`config.mk`:
```
export PLATFORM = sky130hd
export DESIGN_NAME = mem_bus_arbiter_flat
export DESIGN_NICKNAME = d
export VERILOG_FILES = /design/src/rtl/mem_bus_arbiter_pkg.sv /design/src/rtl/mem_bus_arbiter_if.sv /design/src/rtl/mem_bus_arbiter_arb_pick2.sv /design/src/rtl/mem_bus_arbiter.sv /design/src/flat_wrapper.sv
export SDC_FILE = /design/constraint.sdc
export NUM_CORES = 1
export LEC_CHECK = 0
export ABC_AREA = 1
export CAP_MARGIN = 20
export CELL_PAD_IN_SITES_DETAIL_PLACEMENT = 1
export CELL_PAD_IN_SITES_GLOBAL_PLACEMENT = 2
export CORE_AREA = 2 2 175 177
export CTS_CLUSTER_DIAMETER = 200
export DETAILED_ROUTE_END_ITERATION = 16
export DIE_AREA = 0 0 177 179
export PLACE_DENSITY_LB_ADDON = 0.1
export SLEW_MARGIN = 20
export SYNTH_ARGS = -nofsm -noshare
export SYNTH_HDL_FRONTEND = slang
export SYNTH_SLANG_ARGS = --single-unit
export TNS_END_PERCENT = 100
```
`constraint.sdc`:
```
create_clock -name clk -period 3.7 [get_ports clk]
set_input_delay 0.37 -clock clk [delete_from_list [all_inputs] [get_ports clk]]
set_output_delay 0.37 -clock clk [all_outputs]
set_load 0.01 [all_outputs]
```
`src/rtl/mem_bus_arbiter_pkg.sv`:
```
// Shared types and constants for the fetch/data memory bus arbiter.
// FSM states, requester IDs, default timeout and bus width.
package mem_arb_pkg;

  localparam int unsigned BUS_W       = 32;
  localparam int          TIMEOUT_DEF = 255;

  typedef enum logic [1:0] {
    IDLE = 2'd0,
    WAIT = 2'd1,
    RESP = 2'd2
  } state_t;

  typedef enum logic {
    GNT_FETCH = 1'b0,
    GNT_DATA  = 1'b1
  } gnt_t;

endpackage

```
`src/rtl/mem_bus_arbiter_if.sv`:
```
// Bundle of fetch port, data port and memory-side bus signals.
// slave: arbiter view; master: requester/memory/bench view.
interface mem_bus_arbiter_if;
  import mem_arb_pkg::*;

  logic             if_req;
  logic [BUS_W-1:0] if_addr;
  logic [BUS_W-1:0] if_data;
  logic             if_ack;

  logic             d_req;
  logic             d_we;
  logic [3:0]       d_wstrb;
  logic [BUS_W-1:0] d_addr;
  logic [BUS_W-1:0] d_wdata;
  logic [BUS_W-1:0] d_rdata;
  logic             d_ack;

  logic             mem_req;
  logic             mem_we;
  logic [3:0]       mem_wstrb;
  logic [BUS_W-1:0] mem_addr;
  logic [BUS_W-1:0] mem_wdata;
  logic [BUS_W-1:0] mem_rdata;
  logic             mem_ack;

  logic             bus_error;
  logic [BUS_W-1:0] error_addr;

  modport slave (
    input  if_req, if_addr,
    input  d_req, d_we, d_wstrb, d_addr, d_wdata,
    input  mem_rdata, mem_ack,
    output if_data, if_ack, d_rdata, d_ack,
    output mem_req, mem_we, mem_wstrb,
    output mem_addr, mem_wdata,
    output bus_error, error_addr
  );

  modport master (
    output if_req, if_addr,
    output d_req, d_we, d_wstrb, d_addr, d_wdata,
    output mem_rdata, mem_ack,
    input  if_data, if_ack, d_rdata, d_ack,
    input  mem_req, mem_we, mem_wstrb,
    input  mem_addr, mem_wdata,
    input  bus_error, error_addr
  );

endinterface

```
`src/rtl/mem_bus_arbiter_arb_pick2.sv`:
```
// Two-way combinational grant pick (fetch vs data).
// Ports: i_if_req, i_d_req, i_last_grant -> o_grant_id, o_grant_valid.
module arb_pick2
  import mem_arb_pkg::*;
#(
  parameter int PRIO_MODE = 0
) (
  input  logic i_if_req,
  input  logic i_d_req,
  input  gnt_t i_last_grant,
  output gnt_t o_grant_id,
  output logic o_grant_valid
);

  logic w_both;
  logic w_tie_data;

  assign w_both = i_if_req & i_d_req;
  // Round-robin hands the tie to whoever did not win last.
  assign w_tie_data = (PRIO_MODE != 0) ||
                      (i_last_grant == GNT_FETCH);

  always_comb begin
    o_grant_id = GNT_FETCH;
    unique case (1'b1)
      w_both:
        o_grant_id = w_tie_data ? GNT_DATA : GNT_FETCH;
      (i_d_req && !i_if_req):
        o_grant_id = GNT_DATA;
      default:
        o_grant_id = GNT_FETCH;
    endcase
  end

  assign o_grant_valid = i_if_req | i_d_req;

endmodule

```
`src/rtl/mem_bus_arbiter.sv`:
```
// Shares one memory bus between fetch and data ports, with timeout.
// Ports: clk, reset (sync, active-high), bus (slave modport).
module mem_bus_arbiter
  import mem_arb_pkg::*;
#(
  parameter int PRIO_MODE = 0,
  parameter int TIMEOUT   = TIMEOUT_DEF
) (
  input  logic              clk,
  input  logic              reset,
  mem_bus_arbiter_if.slave  bus
);

  localparam logic [15:0] CNT_LAST = 16'(TIMEOUT - 1);

  state_t           r_state;
  state_t           w_state_nxt;
  gnt_t             r_gnt;
  gnt_t             r_last;
  gnt_t             w_pick;
  logic             w_pick_vld;
  logic [15:0]      r_cnt;
  logic             w_start;
  logic             w_done;
  logic             w_tmo;

  logic             r_mem_req;
  logic             r_mem_we;
  logic [3:0]       r_mem_wstrb;
  logic [BUS_W-1:0] r_mem_addr;
  logic [BUS_W-1:0] r_mem_wdata;
  logic [BUS_W-1:0] r_if_data;
  logic [BUS_W-1:0] r_d_rdata;
  logic             r_bus_error;
  logic [BUS_W-1:0] r_error_addr;

  arb_pick2 #(
    .PRIO_MODE (PRIO_MODE)
  ) u_pick (
    .i_if_req      (bus.if_req),
    .i_d_req       (bus.d_req),
    .i_last_grant  (r_last),
    .o_grant_id    (w_pick),
    .o_grant_valid (w_pick_vld)
  );

  always_ff @(posedge clk) begin
    if (reset) r_state <= IDLE;
    else       r_state <= w_state_nxt;
  end

  // mem_ack takes precedence over an expiring timeout.
  always_comb begin
    w_state_nxt = r_state;
    w_start     = 1'b0;
    w_done      = 1'b0;
    w_tmo       = 1'b0;
    unique case (r_state)
      IDLE: begin
        if (w_pick_vld) begin
          w_start     = 1'b1;
          w_state_nxt = WAIT;
        end
      end
      WAIT: begin
        if (bus.mem_ack) begin
          w_done      = 1'b1;
          w_state_nxt = RESP;
        end else if (r_cnt == CNT_LAST) begin
          w_tmo       = 1'b1;
          w_state_nxt = RESP;
        end
      end
      RESP:    w_state_nxt = IDLE;
      default: w_state_nxt = IDLE;
    endcase
  end

  always_ff @(posedge clk) begin
    if (reset) begin
      r_gnt        <= GNT_FETCH;
      r_last       <= GNT_DATA;
      r_cnt        <= '0;
      r_mem_req    <= 1'b0;
      r_mem_we     <= 1'b0;
      r_mem_wstrb  <= '0;
      r_mem_addr   <= '0;
      r_mem_wdata  <= '0;
      r_if_data    <= '0;
      r_d_rdata    <= '0;
      r_bus_error  <= 1'b0;
      r_error_addr <= '0;
    end else begin
      if (r_state == WAIT) r_cnt <= r_cnt + 16'd1;
      if (w_start) begin
        r_gnt     <= w_pick;
        r_cnt     <= '0;
        r_mem_req <= 1'b1;
        if (w_pick == GNT_DATA) begin
          r_mem_we    <= bus.d_we;
          r_mem_wstrb <= bus.d_we ? bus.d_wstrb : 4'b0000;
          r_mem_addr  <= bus.d_addr;
          r_mem_wdata <= bus.d_wdata;
        end else begin
          r_mem_we    <= 1'b0;
          r_mem_wstrb <= 4'b0000;
          r_mem_addr  <= bus.if_addr;
          r_mem_wdata <= '0;
        end
      end
      // A timed-out read returns zero to its requester.
      if (w_done || w_tmo) begin
        r_mem_req <= 1'b0;
        if (r_gnt == GNT_FETCH)
          r_if_data <= w_done ? bus.mem_rdata : '0;
        else if (!r_mem_we)
          r_d_rdata <= w_done ? bus.mem_rdata : '0;
      end
      if (w_done) r_last <= r_gnt;
      if (w_tmo) begin
        r_bus_error <= 1'b1;
        if (!r_bus_error) r_error_addr <= r_mem_addr;
      end
    end
  end

  assign bus.if_ack     = (r_state == RESP) &&
                          (r_gnt == GNT_FETCH);
  assign bus.d_ack      = (r_state == RESP) &&
                          (r_gnt == GNT_DATA);
  assign bus.if_data    = r_if_data;
  assign bus.d_rdata    = r_d_rdata;
  assign bus.mem_req    = r_mem_req;
  assign bus.mem_we     = r_mem_we;
  assign bus.mem_wstrb  = r_mem_wstrb;
  assign bus.mem_addr   = r_mem_addr;
  assign bus.mem_wdata  = r_mem_wdata;
  assign bus.bus_error  = r_bus_error;
  assign bus.error_addr = r_error_addr;

endmodule

```
`src/flat_wrapper.sv`:
```
// flat-port wrapper written by rule: the top's interface ports become plain ports
module mem_bus_arbiter_flat import mem_arb_pkg::*;
#(
  parameter int PRIO_MODE = 0,
  parameter int TIMEOUT   = TIMEOUT_DEF
)
  (clk, reset, bus_if_req, bus_if_addr, bus_d_req, bus_d_we, bus_d_wstrb, bus_d_addr, bus_d_wdata, bus_mem_rdata, bus_mem_ack, bus_if_data, bus_if_ack, bus_d_rdata, bus_d_ack, bus_mem_req, bus_mem_we, bus_mem_wstrb, bus_mem_addr, bus_mem_wdata, bus_bus_error, bus_error_addr);
  mem_bus_arbiter_if bus_i ();
  input  logic clk;
  input  logic reset;
  input wire logic [$bits(bus_i.if_req)-1:0] bus_if_req;
  input wire logic [$bits(bus_i.if_addr)-1:0] bus_if_addr;
  input wire logic [$bits(bus_i.d_req)-1:0] bus_d_req;
  input wire logic [$bits(bus_i.d_we)-1:0] bus_d_we;
  input wire logic [$bits(bus_i.d_wstrb)-1:0] bus_d_wstrb;
  input wire logic [$bits(bus_i.d_addr)-1:0] bus_d_addr;
  input wire logic [$bits(bus_i.d_wdata)-1:0] bus_d_wdata;
  input wire logic [$bits(bus_i.mem_rdata)-1:0] bus_mem_rdata;
  input wire logic [$bits(bus_i.mem_ack)-1:0] bus_mem_ack;
  output wire logic [$bits(bus_i.if_data)-1:0] bus_if_data;
  output wire logic [$bits(bus_i.if_ack)-1:0] bus_if_ack;
  output wire logic [$bits(bus_i.d_rdata)-1:0] bus_d_rdata;
  output wire logic [$bits(bus_i.d_ack)-1:0] bus_d_ack;
  output wire logic [$bits(bus_i.mem_req)-1:0] bus_mem_req;
  output wire logic [$bits(bus_i.mem_we)-1:0] bus_mem_we;
  output wire logic [$bits(bus_i.mem_wstrb)-1:0] bus_mem_wstrb;
  output wire logic [$bits(bus_i.mem_addr)-1:0] bus_mem_addr;
  output wire logic [$bits(bus_i.mem_wdata)-1:0] bus_mem_wdata;
  output wire logic [$bits(bus_i.bus_error)-1:0] bus_bus_error;
  output wire logic [$bits(bus_i.error_addr)-1:0] bus_error_addr;
  assign bus_i.if_req = bus_if_req;
  assign bus_i.if_addr = bus_if_addr;
  assign bus_i.d_req = bus_d_req;
  assign bus_i.d_we = bus_d_we;
  assign bus_i.d_wstrb = bus_d_wstrb;
  assign bus_i.d_addr = bus_d_addr;
  assign bus_i.d_wdata = bus_d_wdata;
  assign bus_i.mem_rdata = bus_mem_rdata;
  assign bus_i.mem_ack = bus_mem_ack;
  assign bus_if_data = bus_i.if_data;
  assign bus_if_ack = bus_i.if_ack;
  assign bus_d_rdata = bus_i.d_rdata;
  assign bus_d_ack = bus_i.d_ack;
  assign bus_mem_req = bus_i.mem_req;
  assign bus_mem_we = bus_i.mem_we;
  assign bus_mem_wstrb = bus_i.mem_wstrb;
  assign bus_mem_addr = bus_i.mem_addr;
  assign bus_mem_wdata = bus_i.mem_wdata;
  assign bus_bus_error = bus_i.bus_error;
  assign bus_error_addr = bus_i.error_addr;
  mem_bus_arbiter #(.PRIO_MODE(PRIO_MODE), .TIMEOUT(TIMEOUT)) u_core (.clk(clk), .reset(reset), .bus(bus_i));
endmodule
```
## Word level (Yosys, flattened, before mapping)

Index checks and enable logic that the tools add are counted.

| word-level totals | value |
|---|---|
| register bits | 187 |
| bits of input ports | 138 |
| output and inout port bits | 169 |
| word-level logic and storage cells | 55 |

| operators by class | value |
|---|---|
| add/subtract/negate cells | 1 |
| equality and inequality tests | 5 |
| mux-type cells | 19 |
| bitwise logic cells | 5 |
| reduce and logical (&&, ||, !) cells | 12 |

Operator list:

| kind | count |
|---|---|
| 2-to-1 mux 32 bit | 3 |
| adder 16 x 1 -> 16 bit (second input constant) | 1 |
| equality test 16 x 8 -> 1 bit (second input constant) | 1 |
| 2-to-1 mux 1 bit | 9 |
| 2-to-1 mux 4 bit | 2 |
| 2-to-1 mux 2 bit | 3 |
| AND reduction 2 bit | 3 |
| case mux 2 bit (2 select lines) | 1 |
| OR reduction 2 bit | 2 |
| logical AND 1 bit | 3 |
| != test 3 x 2 -> 1 bit (second input constant) | 1 |
| NOT 1 bit | 3 |
| AND reduction 3 bit | 1 |
| equality test 2 x 1 -> 1 bit (second input constant) | 1 |
| equality test 2 bit (second input constant) | 1 |
| logical NOT 2 bit | 1 |
| != test 2 bit (second input constant) | 1 |
| case mux 1 bit (2 select lines) | 1 |
| bitwise AND 1 bit | 1 |
| logical NOT 1 bit | 1 |
| logical OR 1 bit | 1 |
| bitwise OR 1 bit | 1 |

## Logic depth before layout (Yosys ltp)

Gate-level depths: netlist (run 1).

| depth | value |
|---|---|
| depth after elaboration | 6 |
| depth in mapped cells | 10 |
| mapped depth without buffers | 10 |

## By module

From an unflattened synthesis (run 1), not the netlist that was laid out.

| unflattened totals | value |
|---|---|
| cells, all modules | 908 |
| area, all modules | 7190.6 um^2 |

By module, submodules not included:

| module | times used | cells each | area each (um^2) | seq. area each (um^2) |
|---|---|---|---|---|
| mem_bus_arbiter | 1 | 905 | 7175.6 | 3743.6 |
| arb_pick2 | 1 | 3 | 15.0 | 0.0 |

## Worst setup path before layout (run 1)

Ideal clock, no wire load.

| path | value |
|---|---|
| path kind | reg-to-reg |
| from | reg u_core.r_cnt[0] |
| to | reg u_core.r_d_rdata[0] (netlist: u_core.bus.d_rdata[0]) |
| setup time | 0.132 ns |
| arrival time | 1.342 ns |
| path slack | 2.226 ns |
| stages on the path, launching flop included | 11 |
| path buffers | 1 |
| period minus slack after synthesis | 1.474 ns |
| path through | dfxtp_1 > inv_1 > ha_1 > nand2_1 > nor2_1 > nand2_1 > nand2_1 > nand3_1 > buf_2 > nand2_1 > a21oi_1 |

| between the ends | value |
|---|---|
| longest elaborated chain between the ends | 6 |

Ends and longest elaborated chain:

| what | RTL line | RTL |
|---|---|---|
| start: declaration | mem_bus_arbiter.sv:22 | `logic [15:0] r_cnt;` |
| start signal: assignment | mem_bus_arbiter.sv:94 | `if (r_state == WAIT) r_cnt <= r_cnt + 16'd1;` |
| equality test 16 x 8 -> 1 bit | mem_bus_arbiter.sv:69 | `end else if (r_cnt == CNT_LAST) begin` |
| 2-to-1 mux 1 bit | mem_bus_arbiter.sv:69 |  |
| 2-to-1 mux 1 bit | mem_bus_arbiter.sv:66 | `if (bus.mem_ack) begin` |
| 2-to-1 mux 1 bit | mem_bus_arbiter.sv:58 | `unique case (r_state)` |
| logical OR 1 bit | mem_bus_arbiter.sv:112 | `if (w_done \|\| w_tmo) begin` |
| AND reduction 3 bit (no line) | - |  |
| end signal: assignment | mem_bus_arbiter.sv:117 | `r_d_rdata <= w_done ? bus.mem_rdata : '0;` |
| end: declaration | mem_bus_arbiter.sv:33 | `logic [BUS_W-1:0] r_d_rdata;` |

Every way passes these cells.
A chain may end at the register's enable or synchronous reset.

## Worst setup path after layout (run 1)

| path | value |
|---|---|
| from | reg u_core.r_state[1] |
| to | out bus_if_ack |

| between the ends | value |
|---|---|
| longest elaborated chain between the ends | 2 |

Ends and longest elaborated chain:

| what | RTL line | RTL |
|---|---|---|
| start: declaration | mem_bus_arbiter.sv:16 | `state_t r_state;` |
| start signal: assignment | mem_bus_arbiter.sv:49 | `else r_state <= w_state_nxt;` |
| equality test 2 bit | mem_bus_arbiter.sv:127 | `assign bus.if_ack = (r_state == RESP) &&` |
| logical AND 1 bit | mem_bus_arbiter.sv:127 |  |
| end: declaration | flat_wrapper.sv:21 | `output wire logic [$bits(bus_i.if_ack)-1:0] bus_if_ack;` |

Every way passes these cells.

==> flow_metrics.py, run 1 <==
metrics = {
    "global_routing": {
        "grtUsageTotal": 0.169,
        "grt_pass1_wl_um": 41600,
        "grt_pass1_vias": 7099,
        "grt_overflow_total": 0,
        "grt_max_degree": 71,
        "antenna_found_initial": 2,
    },
    "place": {
        "port-buffer-count": 306,
        "gp_congestion": 0.729,
        "dp_hpwl_um": 18800,
        "place_area_sq_mm": 0.0105,
    },
    "sta": {
        "maxSlewViolCount": 0,
        "holdWs_ns": 0.443,
        "tns_ns": 0,
        "finalSetupViolations": 0,
        "fin_crit_ns": 2.42,
        "rsz0062_at_grt": "no",
        "fmax_ghz": 0.413,
        "fin_crit_sh": 0.654,
        "worst_slew_pin_slew_ns": 0.986,
        "hold_viol": 0,
        "max_slew_margin": 0.342,
        "skew_ns": 0.0125,
    },
    "die": {
        "die_h_um": 179,
        "die-area_sq_mm": 0.0317,
        "rows": 64,
        "start_util": 0.235,
        "pin_count": 307,
        "coreArea_sq_mm": 0.0300,
        "die_x_um": 177,
    },
    "critical_path": {
        "endpoint_kind": "output pin",
        "slowest_stage": "clkdlybuf4s50_1",
        "cp_cell_sequence": "inv_1 > nor3_1 > clkdlybuf4s50_1",
        "path_delay_family": "buffers and inverters",
        "cpPeakStageDelay_ns": 0.63,
        "worstSetupPathType": "flop to output pin",
        "cp_max_fo": 3,
        "cp_num_buf_inv": 2,
        "arrival_ns": 2.05,
        "cp-start-kind": "flop",
        "cp-startpoint": "u_core.r_state[1]",
        "worstPathRequired_ns": 3.33,
        "r2r_start": "u_core.r_cnt[0]",
    },
    "finish": {
        "syn2layout_area_growth_pct": 57.1,
        "fin_area_sq_mm": 0.0111,
        "final_layout_size_suffix_gt1_frac": 0.0499,
        "nets": 1329,
        "fillers": 3541,
    },
    "synth": {
        "ys_seq_area_frac": 0.530,
        "synth_edf_count": 0,
        "syn_avg_cell_area_sq_um": 7.78,
        "synth_area_sq_mm": 0.00707,
        "synth_cell_types": 27,
        "netlist_instances": 908,
        "ys_async_sr_fraction": 0,
        "synth-seq-cells": 187,
        "yosys_warnings": 0,
        "synth-main-ff-cell": "dfxtp_1",
        "synth_top_area_share": 0.530,
        "yosysTopAreaCell": "dfxtp_1",
        "synthTopCellsByArea": "dfxtp_1 53%, nand2_1 11%, nor2_1 8.1%",
        "syn_nets": 1048,
    },
    "clock_network": {
        "cts_buffers": 17,
        "clock_sinks": 187,
        "htreeDepth": 4,
        "tritoncts": "yes",
        "post-cts-setup-buffers": 0,
        "cts_root_buf": "clkbuf_16",
        "cts.clk_slew.worst_paths_ns": 0.07,
        "hold_buffers": 0,
        "insertion_delay_ns": 0.43,
        "clk_path_buf_depth": 2,
        "cts_resized": 0,
    },
    "pwr": {
        "ir_drop_mv": 0.278,
        "power.leakage_nw": 4.04,
        "powerDensity_mw_per_mm2": 425,
    },
    "drt": {
        "routed-via-count": 7017,
        "vias_per_cell": 4.39,
        "antenna_left": 0,
        "route.detailed.drc": 0,
        "drt_first_pass_iters": 5,
        "drt-total-wl_um": 27300,
        "dr.first_iter.drc_count": 274,
        "wl_per_cell_um": 17.1,
    },
    "run": {
        "cap_violations": 0,
    },
    "status": {
        "status": "finished, final reports clean",
    },
    "hold_path": {
        "hold_class": "primary input to flop",
        "hold_start": "reset",
    },
}
==> worst register-to-register path, cell delays in order (launching register included) <==
cell	delay, ns
dfxtp_1	0.34
inv_1	0.11
ha_1	0.16
nand2_1	0.05
nor2_1	0.33
nand4_2	0.14
buf_4	0.27
inv_2	0.56
nor2_1	0.09
nor2_1	0.13
==> metrics by stage <==
step	std cells	setup WS [ns]	util	power (W)
4_1_cts	1598	1.14	0.370	0.00481
2_1_floorplan	908	2.23	-	0.00245
6_report	1599	1.28	0.370	0.00472
3_5_place_dp	1566	1.17	0.349	0.00287
3_3_place_gp	1566	1.25	0.349	0.00287
5_1_grt	1599	1.17	0.370	0.00496
==> logic make-up after synthesis <==
logic type	after synthesis	share of synthesized area
and+or+nand+nor	389	0.217
DFF	187	0.530
buffers and inverters	112	0.0634
adders and majority gates	2	0.00354
xor gates and xnor gates	5	0.00620
AOI/OAI and AO/OA	213	0.180
==> cells in the mapped netlist, types with 7 or more instances <==
| library cell | n |
|---|---|
| nand2_1 | 207 |
| dfxtp_1 | 187 |
| nor2_1 | 153 |
| a21oi_1 | 78 |
| o21ai_0 | 69 |
| inv_1 | 49 |
| clkbuf_1 | 38 |
| a22o_1 | 33 |
| o31ai_1 | 32 |
| buf_2 | 16 |
| nand3_1 | 11 |
| nor3_1 | 7 |
==> worst paths after layout <==
kind / end / slack, ns / depth (start not counted)
worst max-delay path: bus_if_ack / 1.28 / 3
worst max register to register: u_core.bus.error_addr[21] / 1.46 / 9
worst min-delay path: u_core.r_state[1] / 0.44 / 2
worst min register to register: u_core.bus.mem_wstrb[3] / 0.46 / 2
==> power by group <==
group	leakage (nW)	switching (W)	internal [W]
combinational	2.22	0.000326	0.000331
clock	0.299	0.000920	0.000991
sequential	1.52	0.0000595	0.00209
==> flip-flops by register name (all words and copies together), names as in the netlist <==
signal and count:
u_core.bus.d_rdata 32, u_core.bus.error_addr 32, u_core.bus.if_data 32, u_core.bus.mem_addr 32, u_core.bus.mem_wdata 32, u_core.r_cnt 16, u_core.bus.mem_wstrb 4, u_core.r_state 2
u_core.bus.bus_error 1, u_core.bus.mem_req 1, u_core.bus.mem_we 1, u_core.r_gnt 1, u_core.r_last 1
==> placed cells by master (no fill, tap or decap), drive strengths merged <==
cell type      instances
clkdlybuf4s50        305
nand2                208
dfxtp                187
nor2                 155
a21oi                 78
o21ai                 69
inv                   63
a22o                  33
o31ai                 32
clkbuf                18
buf                   13
nand3                 11
nor3                   8
clkinv                 6
xor2                   5
or2                    4
ha                     2
diode                  1
nand4                  1
or3                    1
nand3b                 1
o21bai                 1
bufinv                 1
==> area by class of cell <==
type,instances,area (sq um),share of cell area
Timing Repair Buffer,318,3150,0.284
Inverter,56,210,0.0189
Sequential cell,187,3740,0.337
Clock buffer,18,439,0.0396
Antenna cell,1,2.50,0.000225
Clock inverter,14,169,0.0152
Tap cell,396,495,0.0446
Multi-Input combinational cell,609,2890,0.260
==> routing by layer <==
| metal | global-route usage | routed length [um] | vias to the layer above |
|---|---|---|---|
| li1 | - | - | 3512 |
| met2 | 0.275 | 12600 | 193 |
| met5 | 0 | 0 | - |
| met3 | 0.0653 | 2290 | 14 |
| met1 | 0.213 | 12200 | 3298 |
| met4 | 0.0355 | 204 | 0 |
(Power assumes the default switching activity.)
==> run 2: changes to the inputs <==
--- a/config.mk
+++ b/config.mk
@@ -9,10 +9,10 @@
 export CAP_MARGIN = 20
 export CELL_PAD_IN_SITES_DETAIL_PLACEMENT = 1
 export CELL_PAD_IN_SITES_GLOBAL_PLACEMENT = 2
-export CORE_AREA = 2 2 175 177
+export CORE_AREA = 2 2 191 193
 export CTS_CLUSTER_DIAMETER = 200
 export DETAILED_ROUTE_END_ITERATION = 16
-export DIE_AREA = 0 0 177 179
+export DIE_AREA = 0 0 193 195
 export PLACE_DENSITY_LB_ADDON = 0.1
 export SLEW_MARGIN = 20
 export SYNTH_ARGS = -nofsm -noshare
==> constraint.sdc (replaced) <==
create_clock -name clk -period 2.2 [get_ports clk]
set_input_delay 0.22 -clock clk [delete_from_list [all_inputs] [get_ports clk]]
set_output_delay 0.22 -clock clk [all_outputs]
set_load 0.01 [all_outputs]
==> run 2 against run 1 <==
Net effect:
- critical endpoint is now u_core.bus.error_addr[2]
- sequential share of layout area down 0.81 points
- first-iteration DRC count down 27%
- routed wire length up 7.2%
- clock skew down 0.00084 ns
- largest cell class unchanged
- setup slack worse by 0.91 ns
- flip-flop and latch count unchanged
- hold slack worse by 0.25 ns
- via count up 0.43%
- clock power up 69%
- total power up 70%
- non-clock buffer count up 14
==> flow_metrics.py, run 2 (synthesis results as in run 1) <==
metrics = {
    "finish": {
        "nets": 1343,
        "final_cell_mix": "303 x clkdlybuf4s50_1, 207 x nand2_1, 187 x dfxtp_1, 151 x nor2_1, 78 x a21oi_1",
        "num_antenna_cells": 0,
        "syn2layout_area_growth_pct": 60.9,
        "final_layout_size_suffix_gt1_frac": 0.0585,
        "final_common_cell": "clkdlybuf4s50_1",
        "multiInputGateArea_sq_mm": 0.00289,
        "regArea_sq_mm": 0.00374,
        "fin_area_sq_mm": 0.0114,
        "fillers": 4193,
    },
    "sta": {
        "finalSetupViolations": 0,
        "fin_crit_ns": 1.83,
        "max_slew_margin": 0.718,
        "hold_viol": 0,
        "skew_ns": 0.0116,
        "worst_slew_pin_slew_ns": 0.423,
        "tns_ns": 0,
        "fmax_ghz": 0.546,
        "rsz0062_at_grt": "no",
        "maxSlewViolCount": 0,
        "fin_crit_sh": 0.832,
    },
    "clock_network": {
        "clock_sinks": 187,
        "cts.clk_slew.worst_paths_ns": 0.07,
        "cts_root_buf": "clkbuf_16",
        "clk_path_buf_depth": 2,
        "tritoncts": "yes",
        "cts_buffers": 17,
        "insertion_delay_ns": 0.44,
        "post-cts-setup-buffers": 0,
        "htreeDepth": 4,
    },
    "drt": {
        "wl_per_cell_um": 17.5,
        "drt-total-wl_um": 29300,
        "drt_first_pass_iters": 4,
        "dr.first_iter.drc_count": 201,
        "antenna_left": 0,
        "routed-via-count": 7047,
        "vias_per_cell": 4.21,
        "route.detailed.drc": 0,
    },
    "global_routing": {
        "grt_pass1_vias": 7318,
        "grt_pass1_wl_um": 44700,
        "grt_max_degree": 61,
        "antenna_found_initial": 2,
        "grtUsageTotal": 0.157,
        "grt_overflow_total": 0,
    },
    "die": {
        "die-area_sq_mm": 0.0376,
        "rows": 69,
        "pin_count": 307,
        "die_h_um": 195,
        "coreArea_sq_mm": 0.0354,
        "die_x_um": 193,
        "start_util": 0.200,
    },
    "hold_path": {
        "hold_class": "primary input to flop",
        "hold_start": "reset",
    },
    "status": {
        "status": "finished, final reports clean",
    },
    "run": {
        "cap_violations": 0,
    },
    "place": {
        "gp_congestion": 0.723,
        "dp_hpwl_um": 20400,
        "port-buffer-count": 306,
        "place_area_sq_mm": 0.0108,
    },
    "pwr": {
        "ir_drop_mv": 0.588,
        "powerDensity_mw_per_mm2": 706,
        "power.leakage_nw": 4.17,
    },
    "critical_path": {
        "r2r_start": "u_core.r_cnt[0]",
        "arrival_ns": 2.21,
        "endpoint_kind": "flop",
        "worstPathRequired_ns": 2.57,
        "cp-start-kind": "flop",
        "cp-startpoint": "u_core.r_cnt[0]",
        "cp_max_fo": 33,
        "worstSetupPathType": "flop to flop",
    },
}
==> run 2: changes by cell type in the layout (fill, tap and decap cells not counted), sizes merged <==
cell	delta
diode	-1
clkdlybuf4s50	-2
buf	+14
dlymetal6s2s	+2
clkbuf	+3
bufinv	+2
inv	-8
clkinv	+1
==> run 2: metal layers <==
layer  up-vias  routed length [um]  global-route usage
met1      3274               12700               0.193
met2       206               13300               0.247
met5         -                  13                   0
li1       3537                   -                   -
met4         2                 667              0.0544
met3        28                2650              0.0625
==> run 2: final timing paths <==
kind / endpoint / slack [ns] / cells past startpoint
max: u_core.bus.error_addr[2] / 0.37 / 10
min reg2reg: u_core.bus.mem_wstrb[2] / 0.45 / 2
max reg2reg: u_core.bus.error_addr[2] / 0.37 / 10
min: u_core.bus.mem_req / 0.20 / 2
==> run 2: final cells by class <==
cell class / instances / area share
Inverter: 56 / 0.0185
Multi-Input combinational cell: 609 / 0.254
Tap cell: 461 / 0.0507
Clock inverter: 9 / 0.0106
Timing Repair Buffer: 332 / 0.296
Clock buffer: 21 / 0.0414
Sequential cell: 187 / 0.329
==> run 2: through the flow <==
step                      std cells  setup slack (ns)  total power (W)   util  hold WS, ns
after floorplan                 908             0.726          0.00412      -        0.345
after global placement         1645             0.338          0.00490  0.304        0.445
after detailed placement       1645             0.315          0.00490  0.304        0.444
after CTS                      1675            0.0163          0.00819  0.321        0.172
after global routing           1675             0.119          0.00842  0.321        0.207
final                          1675             0.369          0.00802  0.321        0.196
==> run 2: what timing repair did <==
| action | in CTS | in global routing |
|---|---|---|
| gates resized for setup | 0 | 2 |
| endpoints found under the setup margin | 0 | 2 |
| hold buffers | 0 | 0 |
==> run 2: power breakdown <==
| part | internal (W) | leakage, nW | switching (W) | total (W) |
|---|---|---|---|---|
| clock network | 0.00186 | 0.298 | 0.00137 | 0.00323 |
| logic | 0.000605 | 2.36 | 0.000572 | 0.00118 |
| registers | 0.00352 | 1.52 | 0.0000990 | 0.00362 |
==> run 2: worst max-delay path, cell delays in order, from the launching register on <==
cell     delay (ns)
dfxtp_1        0.33
inv_1          0.11
ha_1           0.17
nand2_1        0.05
nor2_1         0.21
nand4_2        0.12
buf_4          0.28
inv_2          0.12
buf_12         0.20
nor2_1         0.06
nor2_1         0.09
==> run 3: changes to the inputs <==
--- a/config.mk
+++ b/config.mk
@@ -9,10 +9,10 @@
 export CAP_MARGIN = 20
 export CELL_PAD_IN_SITES_DETAIL_PLACEMENT = 1
 export CELL_PAD_IN_SITES_GLOBAL_PLACEMENT = 2
-export CORE_AREA = 2 2 191 193
+export CORE_AREA = 2 2 183 185
 export CTS_CLUSTER_DIAMETER = 200
 export DETAILED_ROUTE_END_ITERATION = 16
-export DIE_AREA = 0 0 193 195
+export DIE_AREA = 0 0 185 187
 export PLACE_DENSITY_LB_ADDON = 0.1
 export SLEW_MARGIN = 20
 export SYNTH_ARGS = -nofsm -noshare
==> constraint.sdc (replaced) <==
create_clock -name clk -period 1.81 [get_ports clk]
set_input_delay 0.181 -clock clk [delete_from_list [all_inputs] [get_ports clk]]
set_output_delay 0.181 -clock clk [all_outputs]
set_load 0.01 [all_outputs]
==> run 3 against run 2 <==
Net effect:
- combinational power up 23%
- first-iteration DRC count up 68%
- non-clock buffer count up 8
- clock skew down 0.0017 ns
- die area down 8.1%
- flip-flop and latch count unchanged
- critical path depth down 7
- largest power group unchanged
- highest routed layer is now met4
==> flow_metrics.py, run 3 (synthesis results as in run 1) <==
metrics = {
    "place": {
        "gp_congestion": 0.734,
        "port-buffer-count": 306,
        "place_ws_ns": -0.00416,
        "dp_hpwl_um": 19900,
        "place_area_sq_mm": 0.0109,
    },
    "die": {
        "rows": 67,
        "die_x_um": 185,
        "die_h_um": 187,
        "pin_count": 307,
        "die-area_sq_mm": 0.0346,
        "coreArea_sq_mm": 0.0329,
        "start_util": 0.215,
    },
    "critical_path": {
        "r2r_end": "u_core.bus.d_rdata[20]",
        "r2r_start": "u_core.r_cnt[5]",
        "worstSetupPathType": "flop to output pin",
        "endpoint": "bus_d_ack",
        "slowest_stage": "dfxtp_2",
        "cp_max_fo": 3,
        "cp-start-kind": "flop",
        "cpPeakStageDelay_ns": 0.41,
        "worstPathRequired_ns": 1.63,
        "cp_cell_sequence": "inv_1 > nor3_1 > dlygate4sd2_1",
        "arrival_ns": 1.47,
        "r2r_cells": 10,
        "endpoint_kind": "output pin",
        "cp-startpoint": "u_core.r_state[1]",
        "reg2reg_slack_ns": 0.17,
    },
    "sta": {
        "finalSetupViolations": 0,
        "worst_slew_pin_slew_ns": 0.425,
        "skew_ns": 0.00987,
        "fmax_ghz": 0.604,
        "max_slew_margin": 0.716,
        "fin_crit_ns": 1.65,
        "maxSlewViolCount": 0,
        "layout_setup_ws_ns": 0.155,
        "fin_crit_sh": 0.914,
        "hold_viol": 0,
        "rsz0062_at_grt": "no",
    },
    "drt": {
        "drt-total-wl_um": 28500,
        "drt_first_pass_iters": 4,
        "vias_per_cell": 4.26,
        "antenna_left": 0,
        "wl_per_cell_um": 17.1,
        "dr.first_iter.drc_count": 338,
        "route.detailed.drc": 0,
        "routed-via-count": 7120,
    },
    "finish": {
        "syn2layout_area_growth_pct": 63.0,
        "fin_area_sq_mm": 0.0115,
        "multiInputGateArea_sq_mm": 0.00290,
        "fillers": 3887,
        "final_layout_size_suffix_gt1_frac": 0.0687,
        "nets": 1351,
        "regArea_sq_mm": 0.00374,
        "final_cell_mix": "303 x clkdlybuf4s50_1, 206 x nand2_1, 186 x dfxtp_1, 149 x nor2_1, 78 x a21oi_1",
        "num_antenna_cells": 0,
        "final_common_cell": "clkdlybuf4s50_1",
    },
    "clock_network": {
        "tritoncts": "yes",
        "clock_sinks": 187,
        "cts.clk_slew.worst_paths_ns": 0.07,
        "clk_path_buf_depth": 2,
        "cts_buffers": 17,
        "insertion_delay_ns": 0.43,
        "htreeDepth": 4,
        "cts_root_buf": "clkbuf_16",
    },
    "pwr": {
        "powerDensity_mw_per_mm2": 860,
        "ir_drop_mv": 0.599,
        "power.leakage_nw": 4.22,
    },
    "status": {
        "status": "finished, final reports clean",
    },
    "global_routing": {
        "grtUsageTotal": 0.162,
        "grt_pass1_wl_um": 42900,
        "grt_pass1_vias": 7220,
        "grt_max_degree": 75,
        "grt_overflow_total": 0,
        "antenna_found_initial": 0,
    },
    "hold_path": {
        "hold_class": "primary input to flop",
    },
    "run": {
        "cap_violations": 0,
    },
}
[run 3: per-layer routing]
layer / GRT usage / up-vias / part of all wire
li1: - / 3556 / -
met1: 0.198 / 3348 / 0.45
met2: 0.268 / 202 / 0.46
met3: 0.0611 / 14 / 0.079
met4: 0.0400 / 0 / 0.013
met5: 0 / - / 0
[run 3: area by class of cell]
cell class | instances | share of cell area
flip-flops and latches | 187 | 0.325
repair buffers | 340 | 0.302
multi-input cells | 609 | 0.252
well taps | 448 | 0.0487
clock buffers | 25 | 0.0448
inverters | 56 | 0.0183
clock inverters | 6 | 0.00934
[run 3: worst min-delay path by stage]
| stage | start | to | cells after the start |
|---|---|---|---|
| 2_1_floorplan | bus_d_wdata[28] | u_core.bus.mem_wdata[28] | 1 |
| 6_report | reset | u_core.bus.mem_addr[22] | 2 |
| 3_5_place_dp | u_core.bus.mem_wstrb[1] | u_core.bus.mem_wstrb[1] | 2 |
| 4_1_cts | reset | u_core.bus.mem_addr[22] | 2 |
| 5_1_grt | reset | u_core.bus.mem_addr[28] | 2 |
| 3_3_place_gp | u_core.bus.mem_wstrb[3] | u_core.bus.mem_wstrb[3] | 2 |
[run 3: what timing repair did]
action | CTS | global route
setup buffers | 0 | 0
gates resized for setup | 4 | 3
endpoints found under the hold margin | 0 | 0
pin swaps | 0 | 0
hold buffers | 0 | 0
endpoints found under the setup margin | 59 | 70
[run 3: worst max-delay path: cells and delay by family (launching register included)]
family	cells	cell delay (ns)
buffers and inverters	2	0.46
and+or+nand+nor	1	0.16
DFF	1	0.41
[run 3: report_power, final]
| part | internal [W] | total (W) | switching, W |
|---|---|---|---|
| clock | 0.00239 | 0.00405 | 0.00166 |
| sequential | 0.00428 | 0.00440 | 0.000122 |
| combinational | 0.000759 | 0.00145 | 0.000693 |
[run 3: through the flow]
| stage | cells | hold slack, ns | total power (W) | TNS (ns) | util |
|---|---|---|---|---|---|
| floorplan | 908 | 0.306 | 0.00501 | 0 | - |
| global placement | 1640 | 0.442 | 0.00597 | 0 | 0.331 |
| detailed placement | 1640 | 0.442 | 0.00598 | -0.00416 | 0.331 |
| CTS | 1671 | 0.173 | 0.0101 | 0 | 0.350 |
| global route | 1671 | 0.192 | 0.0104 | 0 | 0.350 |
| finish | 1671 | 0.193 | 0.00990 | 0 | 0.350 |
